**config.mk**
```make
export PLATFORM = sky130hd
export DESIGN_NAME = mips_multicycle_ctrl_flat
export DESIGN_NICKNAME = d
export VERILOG_FILES = /design/src/rtl/mips_multicycle_ctrl_pkg.sv /design/src/rtl/mips_multicycle_ctrl_if.sv /design/src/rtl/mips_multicycle_ctrl_alu_decoder.sv /design/src/rtl/mips_multicycle_ctrl.sv /design/src/flat_wrapper.sv
export SDC_FILE = /design/constraint.sdc
export NUM_CORES = 1
export LEC_CHECK = 0
export CAP_MARGIN = 20
export CORE_UTILIZATION = 41
export DETAILED_ROUTE_END_ITERATION = 12
export PLACE_DENSITY = 0.89
export REMOVE_ABC_BUFFERS = 1
export SYNTH_ARGS = -nofsm -noshare
export SYNTH_HDL_FRONTEND = slang
export SYNTH_SLANG_ARGS = --single-unit
```
**constraint.sdc**
```tcl
create_clock -name i_clk -period 4.6 [get_ports i_clk]
set_input_delay 0.46 -clock i_clk [delete_from_list [all_inputs] [get_ports i_clk]]
set_output_delay 0.46 -clock i_clk [all_outputs]
set_load 0.1 [all_outputs]
```
**src/rtl/mips_multicycle_ctrl_pkg.sv**
```systemverilog
// -----------------------------------------------------------------------------
// mips_ctrl_pkg
// Shared definitions for the multicycle MIPS main controller: FSM state
// encoding, opcode/funct field values, ALU operation codes, the internal
// ALUOp code that steers the ALU decoder, and the datapath mux encodings.
// -----------------------------------------------------------------------------
package mips_ctrl_pkg;

    localparam int STATE_BITS = 4;

    // Controller states; encodings 12-15 are unused and recover to FETCH.
    typedef enum logic [3:0] {
        S_FETCH    = 4'd0,
        S_DECODE   = 4'd1,
        S_MEMADR   = 4'd2,
        S_MEMREAD  = 4'd3,
        S_MEMWB    = 4'd4,
        S_MEMWRITE = 4'd5,
        S_EXECUTE  = 4'd6,
        S_ALUWB    = 4'd7,
        S_BRANCH   = 4'd8,
        S_ADDIEX   = 4'd9,
        S_ADDIWB   = 4'd10,
        S_JUMP     = 4'd11
    } state_t;

    // Opcodes (IR[31:26])
    localparam logic [5:0] OP_RTYPE = 6'b000000;
    localparam logic [5:0] OP_LW    = 6'b100011;
    localparam logic [5:0] OP_SW    = 6'b101011;
    localparam logic [5:0] OP_BEQ   = 6'b000100;
    localparam logic [5:0] OP_ADDI  = 6'b001000;
    localparam logic [5:0] OP_J     = 6'b000010;

    // R-type funct codes (IR[5:0])
    localparam logic [5:0] FN_ADD = 6'b100000;
    localparam logic [5:0] FN_SUB = 6'b100010;
    localparam logic [5:0] FN_AND = 6'b100100;
    localparam logic [5:0] FN_OR  = 6'b100101;
    localparam logic [5:0] FN_SLT = 6'b101010;

    // ALU operation codes
    localparam logic [2:0] ALU_ADD = 3'b010;
    localparam logic [2:0] ALU_SUB = 3'b110;
    localparam logic [2:0] ALU_AND = 3'b000;
    localparam logic [2:0] ALU_OR  = 3'b001;
    localparam logic [2:0] ALU_SLT = 3'b111;

    // ALUOp from the FSM to the ALU decoder
    localparam logic [1:0] ALUOP_ADD   = 2'b00;
    localparam logic [1:0] ALUOP_SUB   = 2'b01;
    localparam logic [1:0] ALUOP_FUNCT = 2'b10;

    // ALU B operand select
    localparam logic [1:0] SRCB_REG     = 2'b00;
    localparam logic [1:0] SRCB_FOUR    = 2'b01;
    localparam logic [1:0] SRCB_SIMM    = 2'b10;
    localparam logic [1:0] SRCB_SIMM_SH = 2'b11;

    // PC source select
    localparam logic [1:0] PCSRC_ALU    = 2'b00;
    localparam logic [1:0] PCSRC_ALUOUT = 2'b01;
    localparam logic [1:0] PCSRC_JUMP   = 2'b10;

endpackage

```
**src/rtl/mips_multicycle_ctrl_if.sv**
```systemverilog
// -----------------------------------------------------------------------------
// mips_multicycle_ctrl_if
// Bundle between the main controller and the multicycle datapath.
//   i_opcode/i_funct  : instruction register fields (stable from DECODE on)
//   i_zero_flag       : ALU zero flag
//   i_mem_ready       : memory completes the current access this cycle
//   o_*               : datapath selects, write enables, ALU op, debug state
// modport master = controller side, modport slave = datapath side.
// -----------------------------------------------------------------------------
interface mips_multicycle_ctrl_if;
    import mips_ctrl_pkg::*;

    logic [5:0]            i_opcode;
    logic [5:0]            i_funct;
    logic                  i_zero_flag;
    logic                  i_mem_ready;
    logic                  o_mem_req;
    logic                  o_IorD;
    logic                  o_MemWrite;
    logic                  o_IRWrite;
    logic                  o_RegDst;
    logic                  o_MemtoReg;
    logic                  o_RegWrite;
    logic                  o_ALUSrcA;
    logic [1:0]            o_ALUSrcB;
    logic [1:0]            o_PCSrc;
    logic                  o_PCEn;
    logic [2:0]            o_ALUControl;
    logic                  o_illegal_op;
    logic [STATE_BITS-1:0] o_state;

    modport master (
        input  i_opcode, i_funct, i_zero_flag, i_mem_ready,
        output o_mem_req, o_IorD, o_MemWrite, o_IRWrite, o_RegDst, o_MemtoReg,
               o_RegWrite, o_ALUSrcA, o_ALUSrcB, o_PCSrc, o_PCEn,
               o_ALUControl, o_illegal_op, o_state
    );

    modport slave (
        output i_opcode, i_funct, i_zero_flag, i_mem_ready,
        input  o_mem_req, o_IorD, o_MemWrite, o_IRWrite, o_RegDst, o_MemtoReg,
               o_RegWrite, o_ALUSrcA, o_ALUSrcB, o_PCSrc, o_PCEn,
               o_ALUControl, o_illegal_op, o_state
    );

endinterface

```
**src/rtl/mips_multicycle_ctrl_alu_decoder.sv**
```systemverilog
// -----------------------------------------------------------------------------
// alu_decoder
// Combinational ALU control decoder.
//   i_funct       : R-type funct field
//   i_alu_op      : 00 add, 01 sub, 10 decode from funct
//   o_alu_control : 3-bit ALU operation code
//   o_funct_valid : funct is one of the supported R-type operations
// -----------------------------------------------------------------------------
module alu_decoder
    import mips_ctrl_pkg::*;
(
    input  logic [5:0] i_funct,
    input  logic [1:0] i_alu_op,
    output logic [2:0] o_alu_control,
    output logic       o_funct_valid
);

    // Supported-funct flag, independent of ALUOp so DECODE can use it
    always_comb begin
        o_funct_valid = 1'b0;
        case (i_funct)
            FN_ADD, FN_SUB, FN_AND, FN_OR, FN_SLT: o_funct_valid = 1'b1;
            default:                               o_funct_valid = 1'b0;
        endcase
    end

    // ALU operation select
    always_comb begin
        o_alu_control = ALU_ADD;
        case (i_alu_op)
            ALUOP_ADD: o_alu_control = ALU_ADD;
            ALUOP_SUB: o_alu_control = ALU_SUB;
            ALUOP_FUNCT: begin
                case (i_funct)
                    FN_ADD:  o_alu_control = ALU_ADD;
                    FN_SUB:  o_alu_control = ALU_SUB;
                    FN_AND:  o_alu_control = ALU_AND;
                    FN_OR:   o_alu_control = ALU_OR;
                    FN_SLT:  o_alu_control = ALU_SLT;
                    default: o_alu_control = ALU_ADD;
                endcase
            end
            default:   o_alu_control = ALU_ADD;
        endcase
    end

endmodule

```
**src/rtl/mips_multicycle_ctrl.sv**
```systemverilog
// -----------------------------------------------------------------------------
// mips_multicycle_ctrl
// Moore main controller of the multicycle MIPS core. Walks each instruction
// through fetch/decode/execute/memory/writeback and emits the datapath
// selects, write enables and ALU control for the current state.
//   i_clk   : core clock (rising edge)
//   i_rst_n : asynchronous active-low reset, forces FETCH
//   bus     : controller side of mips_multicycle_ctrl_if (IR fields, zero
//             flag, memory handshake in; datapath controls and state out)
// -----------------------------------------------------------------------------
module mips_multicycle_ctrl
    import mips_ctrl_pkg::*;
#(
    parameter int STATE_W = 4
) (
    input  logic                   i_clk,
    input  logic                   i_rst_n,
    mips_multicycle_ctrl_if.master bus
);

    state_t             state_r;
    state_t             state_nx_s;
    logic [1:0]         alu_op_s;
    logic [2:0]         alu_ctl_s;
    logic               funct_valid_s;
    logic               mem_req_s;
    logic               iord_s;
    logic               mem_write_s;
    logic               ir_write_s;
    logic               reg_dst_s;
    logic               mem_to_reg_s;
    logic               reg_write_s;
    logic               alu_src_a_s;
    logic [1:0]         alu_src_b_s;
    logic [1:0]         pc_src_s;
    logic               pc_write_s;
    logic               branch_s;
    logic               illegal_s;
    logic [STATE_W-1:0] state_dbg_s;

    alu_decoder u_alu_decoder (
        .i_funct       (bus.i_funct),
        .i_alu_op      (alu_op_s),
        .o_alu_control (alu_ctl_s),
        .o_funct_valid (funct_valid_s)
    );

    // State register; reset abandons any instruction in flight
    always_ff @(posedge i_clk or negedge i_rst_n) begin
        if (!i_rst_n) begin
            state_r <= S_FETCH;
        end else begin
            state_r <= state_nx_s;
        end
    end

    // Next-state and per-state control decode
    always_comb begin
        state_nx_s   = S_FETCH;
        mem_req_s    = 1'b0;
        iord_s       = 1'b0;
        mem_write_s  = 1'b0;
        ir_write_s   = 1'b0;
        reg_dst_s    = 1'b0;
        mem_to_reg_s = 1'b0;
        reg_write_s  = 1'b0;
        alu_src_a_s  = 1'b0;
        alu_src_b_s  = SRCB_REG;
        pc_src_s     = PCSRC_ALU;
        pc_write_s   = 1'b0;
        branch_s     = 1'b0;
        alu_op_s     = ALUOP_ADD;
        illegal_s    = 1'b0;
        case (state_r)
            S_FETCH: begin
                // PC+4 is computed every cycle but only committed with the IR
                mem_req_s   = 1'b1;
                alu_src_b_s = SRCB_FOUR;
                if (bus.i_mem_ready) begin
                    ir_write_s = 1'b1;
                    pc_write_s = 1'b1;
                    state_nx_s = S_DECODE;
                end else begin
                    state_nx_s = S_FETCH;
                end
            end
            S_DECODE: begin
                // Speculative branch target into ALUOut
                alu_src_b_s = SRCB_SIMM_SH;
                case (bus.i_opcode)
                    OP_LW, OP_SW: state_nx_s = S_MEMADR;
                    OP_BEQ:       state_nx_s = S_BRANCH;
                    OP_ADDI:      state_nx_s = S_ADDIEX;
                    OP_J:         state_nx_s = S_JUMP;
                    OP_RTYPE: begin
                        if (funct_valid_s) begin
                            state_nx_s = S_EXECUTE;
                        end else begin
                            illegal_s  = 1'b1;
                            state_nx_s = S_FETCH;
                        end
                    end
                    default: begin
                        illegal_s  = 1'b1;
                        state_nx_s = S_FETCH;
                    end
                endcase
            end
            S_MEMADR: begin
                alu_src_a_s = 1'b1;
                alu_src_b_s = SRCB_SIMM;
                if (bus.i_opcode == OP_LW) begin
                    state_nx_s = S_MEMREAD;
                end else begin
                    state_nx_s = S_MEMWRITE;
                end
            end
            S_MEMREAD: begin
                mem_req_s = 1'b1;
                iord_s    = 1'b1;
                if (bus.i_mem_ready) begin
                    state_nx_s = S_MEMWB;
                end else begin
                    state_nx_s = S_MEMREAD;
                end
            end
            S_MEMWB: begin
                mem_to_reg_s = 1'b1;
                reg_write_s  = 1'b1;
                state_nx_s   = S_FETCH;
            end
            S_MEMWRITE: begin
                mem_req_s   = 1'b1;
                iord_s      = 1'b1;
                mem_write_s = 1'b1;
                if (bus.i_mem_ready) begin
                    state_nx_s = S_FETCH;
                end else begin
                    state_nx_s = S_MEMWRITE;
                end
            end
            S_EXECUTE: begin
                alu_src_a_s = 1'b1;
                alu_op_s    = ALUOP_FUNCT;
                state_nx_s  = S_ALUWB;
            end
            S_ALUWB: begin
                reg_dst_s   = 1'b1;
                reg_write_s = 1'b1;
                state_nx_s  = S_FETCH;
            end
            S_BRANCH: begin
                alu_src_a_s = 1'b1;
                alu_op_s    = ALUOP_SUB;
                pc_src_s    = PCSRC_ALUOUT;
                branch_s    = 1'b1;
                state_nx_s  = S_FETCH;
            end
            S_ADDIEX: begin
                alu_src_a_s = 1'b1;
                alu_src_b_s = SRCB_SIMM;
                state_nx_s  = S_ADDIWB;
            end
            S_ADDIWB: begin
                reg_write_s = 1'b1;
                state_nx_s  = S_FETCH;
            end
            S_JUMP: begin
                pc_src_s   = PCSRC_JUMP;
                pc_write_s = 1'b1;
                state_nx_s = S_FETCH;
            end
            default: begin
                state_nx_s = S_FETCH;
            end
        endcase
    end

    // Enables are qualified with reset so nothing is written while it is low;
    // selects need no gating because reset already holds the state at FETCH.
    assign bus.o_mem_req    = mem_req_s & i_rst_n;
    assign bus.o_MemWrite   = mem_write_s & i_rst_n;
    assign bus.o_IRWrite    = ir_write_s & i_rst_n;
    assign bus.o_RegWrite   = reg_write_s & i_rst_n;
    assign bus.o_PCEn       = (pc_write_s | (branch_s & bus.i_zero_flag)) & i_rst_n;
    assign bus.o_illegal_op = illegal_s & i_rst_n;
    assign bus.o_IorD       = iord_s;
    assign bus.o_RegDst     = reg_dst_s;
    assign bus.o_MemtoReg   = mem_to_reg_s;
    assign bus.o_ALUSrcA    = alu_src_a_s;
    assign bus.o_ALUSrcB    = alu_src_b_s;
    assign bus.o_PCSrc      = pc_src_s;
    assign bus.o_ALUControl = alu_ctl_s;
    assign state_dbg_s      = STATE_W'(state_r);
    assign bus.o_state      = state_dbg_s;

endmodule

```
**src/flat_wrapper.sv**
```systemverilog
// flat-port wrapper written by rule: the top's interface ports become plain ports
module mips_multicycle_ctrl_flat import mips_ctrl_pkg::*;
#(
    parameter int STATE_W = 4
)
  (i_clk, i_rst_n, bus_i_opcode, bus_i_funct, bus_i_zero_flag, bus_i_mem_ready, bus_o_mem_req, bus_o_IorD, bus_o_MemWrite, bus_o_IRWrite, bus_o_RegDst, bus_o_MemtoReg, bus_o_RegWrite, bus_o_ALUSrcA, bus_o_ALUSrcB, bus_o_PCSrc, bus_o_PCEn, bus_o_ALUControl, bus_o_illegal_op, bus_o_state);
  mips_multicycle_ctrl_if bus_i ();
  input  logic i_clk;
  input  logic i_rst_n;
  input wire logic [$bits(bus_i.i_opcode)-1:0] bus_i_opcode;
  input wire logic [$bits(bus_i.i_funct)-1:0] bus_i_funct;
  input wire logic [$bits(bus_i.i_zero_flag)-1:0] bus_i_zero_flag;
  input wire logic [$bits(bus_i.i_mem_ready)-1:0] bus_i_mem_ready;
  output wire logic [$bits(bus_i.o_mem_req)-1:0] bus_o_mem_req;
  output wire logic [$bits(bus_i.o_IorD)-1:0] bus_o_IorD;
  output wire logic [$bits(bus_i.o_MemWrite)-1:0] bus_o_MemWrite;
  output wire logic [$bits(bus_i.o_IRWrite)-1:0] bus_o_IRWrite;
  output wire logic [$bits(bus_i.o_RegDst)-1:0] bus_o_RegDst;
  output wire logic [$bits(bus_i.o_MemtoReg)-1:0] bus_o_MemtoReg;
  output wire logic [$bits(bus_i.o_RegWrite)-1:0] bus_o_RegWrite;
  output wire logic [$bits(bus_i.o_ALUSrcA)-1:0] bus_o_ALUSrcA;
  output wire logic [$bits(bus_i.o_ALUSrcB)-1:0] bus_o_ALUSrcB;
  output wire logic [$bits(bus_i.o_PCSrc)-1:0] bus_o_PCSrc;
  output wire logic [$bits(bus_i.o_PCEn)-1:0] bus_o_PCEn;
  output wire logic [$bits(bus_i.o_ALUControl)-1:0] bus_o_ALUControl;
  output wire logic [$bits(bus_i.o_illegal_op)-1:0] bus_o_illegal_op;
  output wire logic [$bits(bus_i.o_state)-1:0] bus_o_state;
  assign bus_i.i_opcode = bus_i_opcode;
  assign bus_i.i_funct = bus_i_funct;
  assign bus_i.i_zero_flag = bus_i_zero_flag;
  assign bus_i.i_mem_ready = bus_i_mem_ready;
  assign bus_o_mem_req = bus_i.o_mem_req;
  assign bus_o_IorD = bus_i.o_IorD;
  assign bus_o_MemWrite = bus_i.o_MemWrite;
  assign bus_o_IRWrite = bus_i.o_IRWrite;
  assign bus_o_RegDst = bus_i.o_RegDst;
  assign bus_o_MemtoReg = bus_i.o_MemtoReg;
  assign bus_o_RegWrite = bus_i.o_RegWrite;
  assign bus_o_ALUSrcA = bus_i.o_ALUSrcA;
  assign bus_o_ALUSrcB = bus_i.o_ALUSrcB;
  assign bus_o_PCSrc = bus_i.o_PCSrc;
  assign bus_o_PCEn = bus_i.o_PCEn;
  assign bus_o_ALUControl = bus_i.o_ALUControl;
  assign bus_o_illegal_op = bus_i.o_illegal_op;
  assign bus_o_state = bus_i.o_state;
  mips_multicycle_ctrl #(.STATE_W(STATE_W)) u_core (.i_clk(i_clk), .i_rst_n(i_rst_n), .bus(bus_i));
endmodule
```
==> impl_summary.md, run 1 <==
Critical path
The critical path arrival is 3.10 ns. The critical path in this run is classified as reg -> out. Along the worst path, the maximum fanout reaches 17.

For the worst setup path, the data required time is 4.14 ns. The worst setup path is launched from a flop. The nature of the critical path endpoint is an output pin. Across all register-to-register paths, the minimum setup slack is 3.02 ns.

Yosys
The sequential area share after synthesis is 14.5%. Yosys mapped a number of flops with a built-in enable equal to 0. The cell count after synthesis came out at 102.

Counting distinct cell types in the post-synthesis netlist gives 39. The most frequently used flop master after synthesis is sky130_fd_sc_hd__dfrtp_1. The number of warnings reported in the yosys synthesis log is 0.

For this run, asynchronously set or reset flops after synthesis account for 100%. A synthesized cell averages 6.77 um^2. Counting instances in the post-synthesis netlist gives the leading cell types as 16 x sky130_fd_sc_hd__nor2_1, 8 x sky130_fd_sc_hd__a21oi_1, 7 x sky130_fd_sc_hd__nor3_1.

The most frequently used cell type in the post-synthesis netlist is sky130_fd_sc_hd__nor2_1. The top cell type by area accounts for 14.5% of the synthesized area. The largest area contributor in the synthesized netlist is sky130_fd_sc_hd__dfrtp_1. The number of flip-flops and latches in the synthesized netlist is 4.

After synthesis, the cell types taking the most area are sky130_fd_sc_hd__dfrtp_1 14%, sky130_fd_sc_hd__nor2_1 8.7%, sky130_fd_sc_hd__a21oi_1 5.8%. The cell area that synthesis handed to floorplanning was 691 um^2.

Die
Once the floorplan was initialized, standard cells occupied 44.8% of the core. The floorplan has 14 rows. The placeable core area is 1540 um^2. The I/O pin count is 37. The width of the die is 43.0 um. The overall die area is 1850 um^2. The height of the die is 43.0 um.

GRT
The initial antenna violation count came to 0. The leftover overflow at the end of global routing is 0. The first-pass GRT wire length is 2.97 mm. The pin count of the biggest net entering global routing is 18.

Across every metal layer, demand over resource in global routing totals 21.2%. The number of global-route vias before repair is 732.

Run
The total of max-cap violations is 0.

Route
Wires add up to 1.80 mm. The number of routed nets with antenna violations is 0. In the routed design, unresolved DRC markers number 0. The mean routed wirelength per cell is 11.9 um. The detailed router placed 852 vias in this run.

Dividing the detail-routed via count by the number of cells gives 5.64. In this run, the number of DRC markers left after iteration 0 of detailed routing was 21. The detailed-router iteration count before antenna repair is 5.

STA
Of the available clock period, the critical path in the final layout requires 77.5%. The total count of hold-check failures in the final report is 0. The post-route worst hold slack is 0.520 ns. The number of max-slew violations in the final report is 0. The highest clock rate is 0.281 GHz. After routing, the total negative slack on setup checks comes to 0 ns.

Setup repair after global routing left no endpoint under its margin. The final-report setup violation count is 0. The clock period minus worst slack is 3.56 ns. The worst slew margin relative to its limit is 34.9%.

At the pin with the least slew margin, the transition time is 0.973 ns. The worst clock skew on the final layout is 0.00270 ns.

Placement
At the end of routability-driven placement, the weighted congestion stood at 0.896. The HPWL after detailed placement is 1.42 mm. Port buffering added 36 buffers. The post-placement cell area is 1040 um^2.

Power
In this run the static leakage power is 0.439 nW. The peak supply drop is 156 uV. The total power consumption of the routed design is 0.000200 W. Power spread over the standard cell area amounts to 188 nW/um^2.

Outcome
The run finished with clean final reports.

CTS
The clock passes through at most 2 buffers. The latest clock arrival within the worst-skew pair is 0.23 ns. The master cell of the clock root buffer is sky130_fd_sc_hd__clkbuf_4. Clock tree synthesis inserted a total of 3 buffers.

The number of H-tree levels is 1. Buffers inserted to repair hold after CTS numbered 0. Gates resized during post-CTS repair numbered 0. The CTS tree is built. Buffers added to address setup during post-CTS repair amount to 0. The number of clock sinks is 4. After clock tree synthesis, the clock-pin slew on the worst setup and hold paths is 0.04 ns.

Layout
Compared with the post-synthesis result, the final layout area differs by 54.0%. At the end of the flow, the number of nets in the layout was 155. The post-route netlist has 6.67% of its cells at a drive strength greater than 1. The number of inserted diodes is 0. The finished cells cover 1060 um^2. Fill cells in the final layout number 129. The flip-flop count of the largest register after layout is 4.

Worst hold path
In this run the worst hold path is classified as in -> async.
==> where the power goes <==
group,total [W],switching (W),internal [W]
Clock,0.0000421,0.0000130,0.0000291
Sequential,0.0000425,0.00000569,0.0000368
Combinational,0.000116,0.0000787,0.0000369
Total,0.000200,0.0000974,0.000103
==> per-layer routing <==
layer  track usage, %  share of wire (%)  up-vias  wire, um
met5                0                  0        -         0
met2             33.9                 51       21       922
met3             2.13                3.8        4        69
li1                 -                  -      433         -
met4             15.2                1.6        0        28
met1             26.2                 43      394       784
==> kinds of logic after synthesis <==
kind of cell             count (synthesis)  synth area share, %
XOR/XNOR                                 3                 3.81
multiplexers                             2                 3.08
AND/OR/NAND/NOR                         54                 42.8
buffers and inverters                   12                 7.61
adder cells (fa/ha/maj)                  2                 3.62
flip-flops                               4                 14.5
AO/OA/AOI/OAI                           25                 24.6
==> area by class of cell <==
type	count	area [um^2]	area share, %
clock buffers	3	22.5	2.12
well taps	16	20.0	1.88
multi-input cells	86	538	50.6
flip-flops and latches	4	100	9.41
inverters	6	22.5	2.12
repair buffers	36	360	33.9
==> critical path: stages, from the launching register on <==
cell and delay [ns]:
sky130_fd_sc_hd__dfrtp_1 0.56, sky130_fd_sc_hd__nand2b_1 0.26, sky130_fd_sc_hd__or3_1 0.36, sky130_fd_sc_hd__ha_1 0.34, sky130_fd_sc_hd__nor3b_1 0.20, sky130_fd_sc_hd__clkdlybuf4s50_1 1.16
==> metrics by stage <==
| stage | utilization, % | worst slack, ns | std cells |
|---|---|---|---|
| 6_report | 69.0 | 1.04 | 151 |
| 5_1_grt | 69.0 | 0.842 | 151 |
| 4_1_cts | 69.0 | 1.03 | 151 |
| 3_5_place_dp | 67.5 | 1.28 | 148 |
| 3_3_place_gp | 67.5 | 1.34 | 148 |
| 2_1_floorplan | - | 0.00305 | 96 |
==> cell usage in the layout, fill, tap and decap left out, types with 2 or more instances in the layout <==
cell                               n
sky130_fd_sc_hd__and3_1            3
sky130_fd_sc_hd__clkdlybuf4s50_1  36
sky130_fd_sc_hd__nor3_1            7
sky130_fd_sc_hd__ha_1              2
sky130_fd_sc_hd__nand3b_1          2
sky130_fd_sc_hd__inv_1             6
sky130_fd_sc_hd__nor2_1           16
sky130_fd_sc_hd__nor3b_1           2
sky130_fd_sc_hd__nand2b_1          3
sky130_fd_sc_hd__o21ai_0           4
sky130_fd_sc_hd__xor2_1            3
sky130_fd_sc_hd__dfrtp_1           4
sky130_fd_sc_hd__a21o_1            2
sky130_fd_sc_hd__nand2_1           6
sky130_fd_sc_hd__nand3_1           3
sky130_fd_sc_hd__a21oi_1           8
sky130_fd_sc_hd__clkbuf_4          3
sky130_fd_sc_hd__nor2b_1           4
sky130_fd_sc_hd__o211ai_1          2
==> worst paths after layout <==
path	from	to	cells past startpoint
min in group i_clk	u_core.bus.o_state[3]$_DFF_PN0_	u_core.bus.o_state[0]$_DFF_PN0_	1
hold reg to reg	u_core.bus.o_state[3]$_DFF_PN0_	u_core.bus.o_state[0]$_DFF_PN0_	1
max in group asynchronous	i_rst_n	u_core.bus.o_state[0]$_DFF_PN0_	1
setup / recovery	u_core.bus.o_state[2]$_DFF_PN0_	bus_o_ALUControl[0]	5
hold / removal	i_rst_n	u_core.bus.o_state[3]$_DFF_PN0_	1
setup reg to reg	u_core.bus.o_state[0]$_DFF_PN0_	u_core.bus.o_state[1]$_DFF_PN0_	3
Power figures use the tool's default switching activity.
==> inputs of run 2 (changes only) <==
--- a/config.mk
+++ b/config.mk
@@ -6,9 +6,9 @@
 export NUM_CORES = 1
 export LEC_CHECK = 0
 export CAP_MARGIN = 20
-export CORE_UTILIZATION = 41
+export CORE_UTILIZATION = 35
 export DETAILED_ROUTE_END_ITERATION = 12
-export PLACE_DENSITY = 0.89
+export PLACE_DENSITY = 0.81
 export REMOVE_ABC_BUFFERS = 1
 export SYNTH_ARGS = -nofsm -noshare
 export SYNTH_HDL_FRONTEND = slang
==> constraint.sdc (replaced) <==
create_clock -name i_clk -period 3.1 [get_ports i_clk]
set_input_delay 0.31 -clock i_clk [delete_from_list [all_inputs] [get_ports i_clk]]
set_output_delay 0.31 -clock i_clk [all_outputs]
set_load 0.1 [all_outputs]
==> impl_summary.md, run 2 (synthesis gave the netlist of run 1 again) <==
Layout
The signed area change from the synthesized netlist to the final layout is 49.8% (was 54.0%). Highest-count cells in the layout ignoring fill and taps: 20 x sky130_fd_sc_hd__buf_4, 16 x sky130_fd_sc_hd__nor2_1, 15 x sky130_fd_sc_hd__clkdlybuf4s50_1 (was 36 x sky130_fd_sc_hd__clkdlybuf4s50_1, 16 x sky130_fd_sc_hd__nor2_1, 8 x sky130_fd_sc_hd__a21oi_1). The fraction of final layout cells sized beyond drive strength 1 came to 22.2% (was 6.67%). The flip-flop count of the largest register after layout is 4 (unchanged). The count of nets after finishing is 155 (unchanged). The most common cell after layout, fill and taps aside is sky130_fd_sc_hd__buf_4 (was sky130_fd_sc_hd__clkdlybuf4s50_1). The number of inserted diodes is 0 (unchanged).

CTS
The buffer levels on the longest clock path is 2 (unchanged). The number of clock sinks was 4 (unchanged). The number of buffers created by CTS was 3 (unchanged). The latest clock arrival within the worst-skew pair came to 0.24 ns (was 0.23 ns).

The CTS tree is built (unchanged). The number of buffers added to fix hold violations after cts is 0 (unchanged). The number of H-tree levels is 1 (unchanged). The total of cells resized after clock tree synthesis came to 0 (unchanged). The master cell of the clock root buffer is sky130_fd_sc_hd__clkbuf_4 (unchanged). The clock-pin transition on the worst setup and hold timing paths came to 0.04 ns (about the same). The count of buffers added by post-CTS timing repair for setup is 0 (unchanged).

STA
The final-report setup violation count came to 0 (unchanged). The slew at the pin with the worst max-slew slack came to 0.526 ns (was 0.973 ns). RSZ-0062 raised after global routing: false (unchanged). The worst clock skew on the final layout was 0.00397 ns (was 0.00270 ns). The post-route worst hold slack came to 0.360 ns (was 0.520 ns). The highest clock rate is 0.375 GHz. The total count of hold-check failures in the final report is 0 (unchanged).

The total negative setup slack is 0 ns (unchanged). The worst slew margin relative to its limit came to 64.8% (was 34.9%). The number of max-slew violations in the final report is 0 (unchanged). The part of the cycle the worst path needs is 86.0%.

The clock period minus worst slack is 2.66 ns.

Route
The count of unresolved DRC violations after routing is 0 (unchanged). The met3 routed wirelength was 110 um (was 69 um). The total wire length after detailed routing is 1.93 mm (was 1.80 mm). The via count was 851 (was 852).

The violation count after the first detailed-routing iteration was 15 (was 21). The mean routed wirelength per cell is 12.1 um (was 11.9 um). The highest layer used for signal routing is met4 (unchanged). The number of routed nets with antenna violations came to 0 (unchanged). The routed wire length on met2 is 903 um (was 922 um). The detail-routed via count per cell was 5.32 (was 5.64). The detailed-route wire length on metal 1 is 912 um (was 784 um).

The detailed-router iteration count before antenna repair was 4 (was 5).

Placement
The HPWL after detailed placement is 1.48 mm (was 1.42 mm). The final estimated routing congestion in global placement is 0.815 (was 0.896). The quantity of I/O buffers inserted on ports was 36 (unchanged).

GRT
The first-pass GRT wire length came to 2.97 mm (unchanged). The number of global-route vias before repair is 669 (was 732). The leftover overflow at the end of global routing was 0 (unchanged). The pin count of the biggest net entering global routing is 18 (unchanged). The initial antenna violation count is 0 (unchanged). The global router's overall resource usage was 18.9% (was 21.2%).

Outcome
Run status: finished clean (unchanged).

Critical path
The startpoint class of the critical path is a flop (unchanged). The nature of the critical path endpoint was an output pin (unchanged). The required time of the critical path is 2.79 ns (was 4.14 ns). The critical path arrival was 2.35 ns (was 3.10 ns). The worst-path maximum fanout is 17 (unchanged). The worst setup path category is reg -> out (unchanged).

Die
The overall die area came to 2150 um^2 (was 1850 um^2). The I/O pin count came to 37 (unchanged). The height of the die came to 46.4 um (was 43.0 um). The placeable core area is 1780 um^2 (was 1540 um^2). The number of placement rows is 15 (was 14). The width of the die is 46.4 um (was 43.0 um). The starting density of the core is 38.7% (was 44.8%).

Run
The total of max-cap violations is 0 (unchanged).

Power
The power density normalized to cell area is 287 nW/um^2 (was 188 nW/um^2). The peak supply drop is 185 uV (was 156 uV). The leakage power summed over all cells is 0.477 nW (was 0.439 nW). The total power consumption of the routed design came to 0.000297 W (was 0.000200 W).

Worst hold path
The type of the tightest min-delay check is in -> async (unchanged).
-- run 2: per-stage QoR --
step / std cells / util, % / setup slack (ns) / instance area, um^2
finish: 160 / 58.0 / 0.436 / 1030
global route: 160 / 58.0 / 0.278 / 1030
CTS: 160 / 58.0 / 0.428 / 1030
detailed placement: 157 / 56.8 / 0.681 / 1010
global placement: 157 / 56.8 / 0.761 / 1010
floorplan: 96 / - / -1.35 / 661
-- run 2: layout make-up --
type / count / area, um^2
fillers: 186 / 748
multi-input cells: 86 / 538
repair buffers: 36 / 320
flip-flops and latches: 4 / 100
well taps: 25 / 31.3
clock buffers: 3 / 22.5
inverters: 6 / 22.5
-- run 2: worst paths after layout --
| check | cells past startpoint | slack (ns) | startpoint | to |
|---|---|---|---|---|
| hold / removal | 1 | 0.36 | i_rst_n | u_core.bus.o_state[2]$_DFF_PN0_ |
| min in group i_clk | 1 | 0.67 | u_core.bus.o_state[3]$_DFF_PN0_ | u_core.bus.o_state[0]$_DFF_PN0_ |
| max in group asynchronous | 1 | 2.47 | i_rst_n | u_core.bus.o_state[3]$_DFF_PN0_ |
| setup reg to reg | 4 | 1.47 | u_core.bus.o_state[0]$_DFF_PN0_ | u_core.bus.o_state[2]$_DFF_PN0_ |
| hold reg to reg | 1 | 0.67 | u_core.bus.o_state[3]$_DFF_PN0_ | u_core.bus.o_state[0]$_DFF_PN0_ |
| setup / recovery | 5 | 0.44 | u_core.bus.o_state[2]$_DFF_PN0_ | bus_o_ALUControl[0] |
-- run 2: worst max-delay path: stages, from the launching register on --
cell and delay, ns:
sky130_fd_sc_hd__dfrtp_1 0.56, sky130_fd_sc_hd__nand2b_1 0.27, sky130_fd_sc_hd__or3_1 0.35, sky130_fd_sc_hd__ha_1 0.34, sky130_fd_sc_hd__nor3b_1 0.37, sky130_fd_sc_hd__buf_12 0.23
-- run 2: where the power goes --
group	internal (W)	leakage (nW)	switching, W
logic	0.0000510	0.409	0.000118
registers	0.0000546	0.0546	0.00000879
clock network	0.0000433	0.0138	0.0000210
-- run 2: routing by layer --
metal / up-vias / GRT usage (%)
li1: 431 / -
met1: 387 / 26.8
met2: 31 / 28.6
met3: 2 / 3.53
met4: 0 / 5.29
met5: - / 0
==> inputs of run 3 (changes only) <==
--- a/config.mk
+++ b/config.mk
@@ -13,3 +13,4 @@
 export SYNTH_ARGS = -nofsm -noshare
 export SYNTH_HDL_FRONTEND = slang
 export SYNTH_SLANG_ARGS = --single-unit
+export TNS_END_PERCENT = 100
==> results of run 3 <==
Final layout, timing and power as in run 2 (identical DEF).
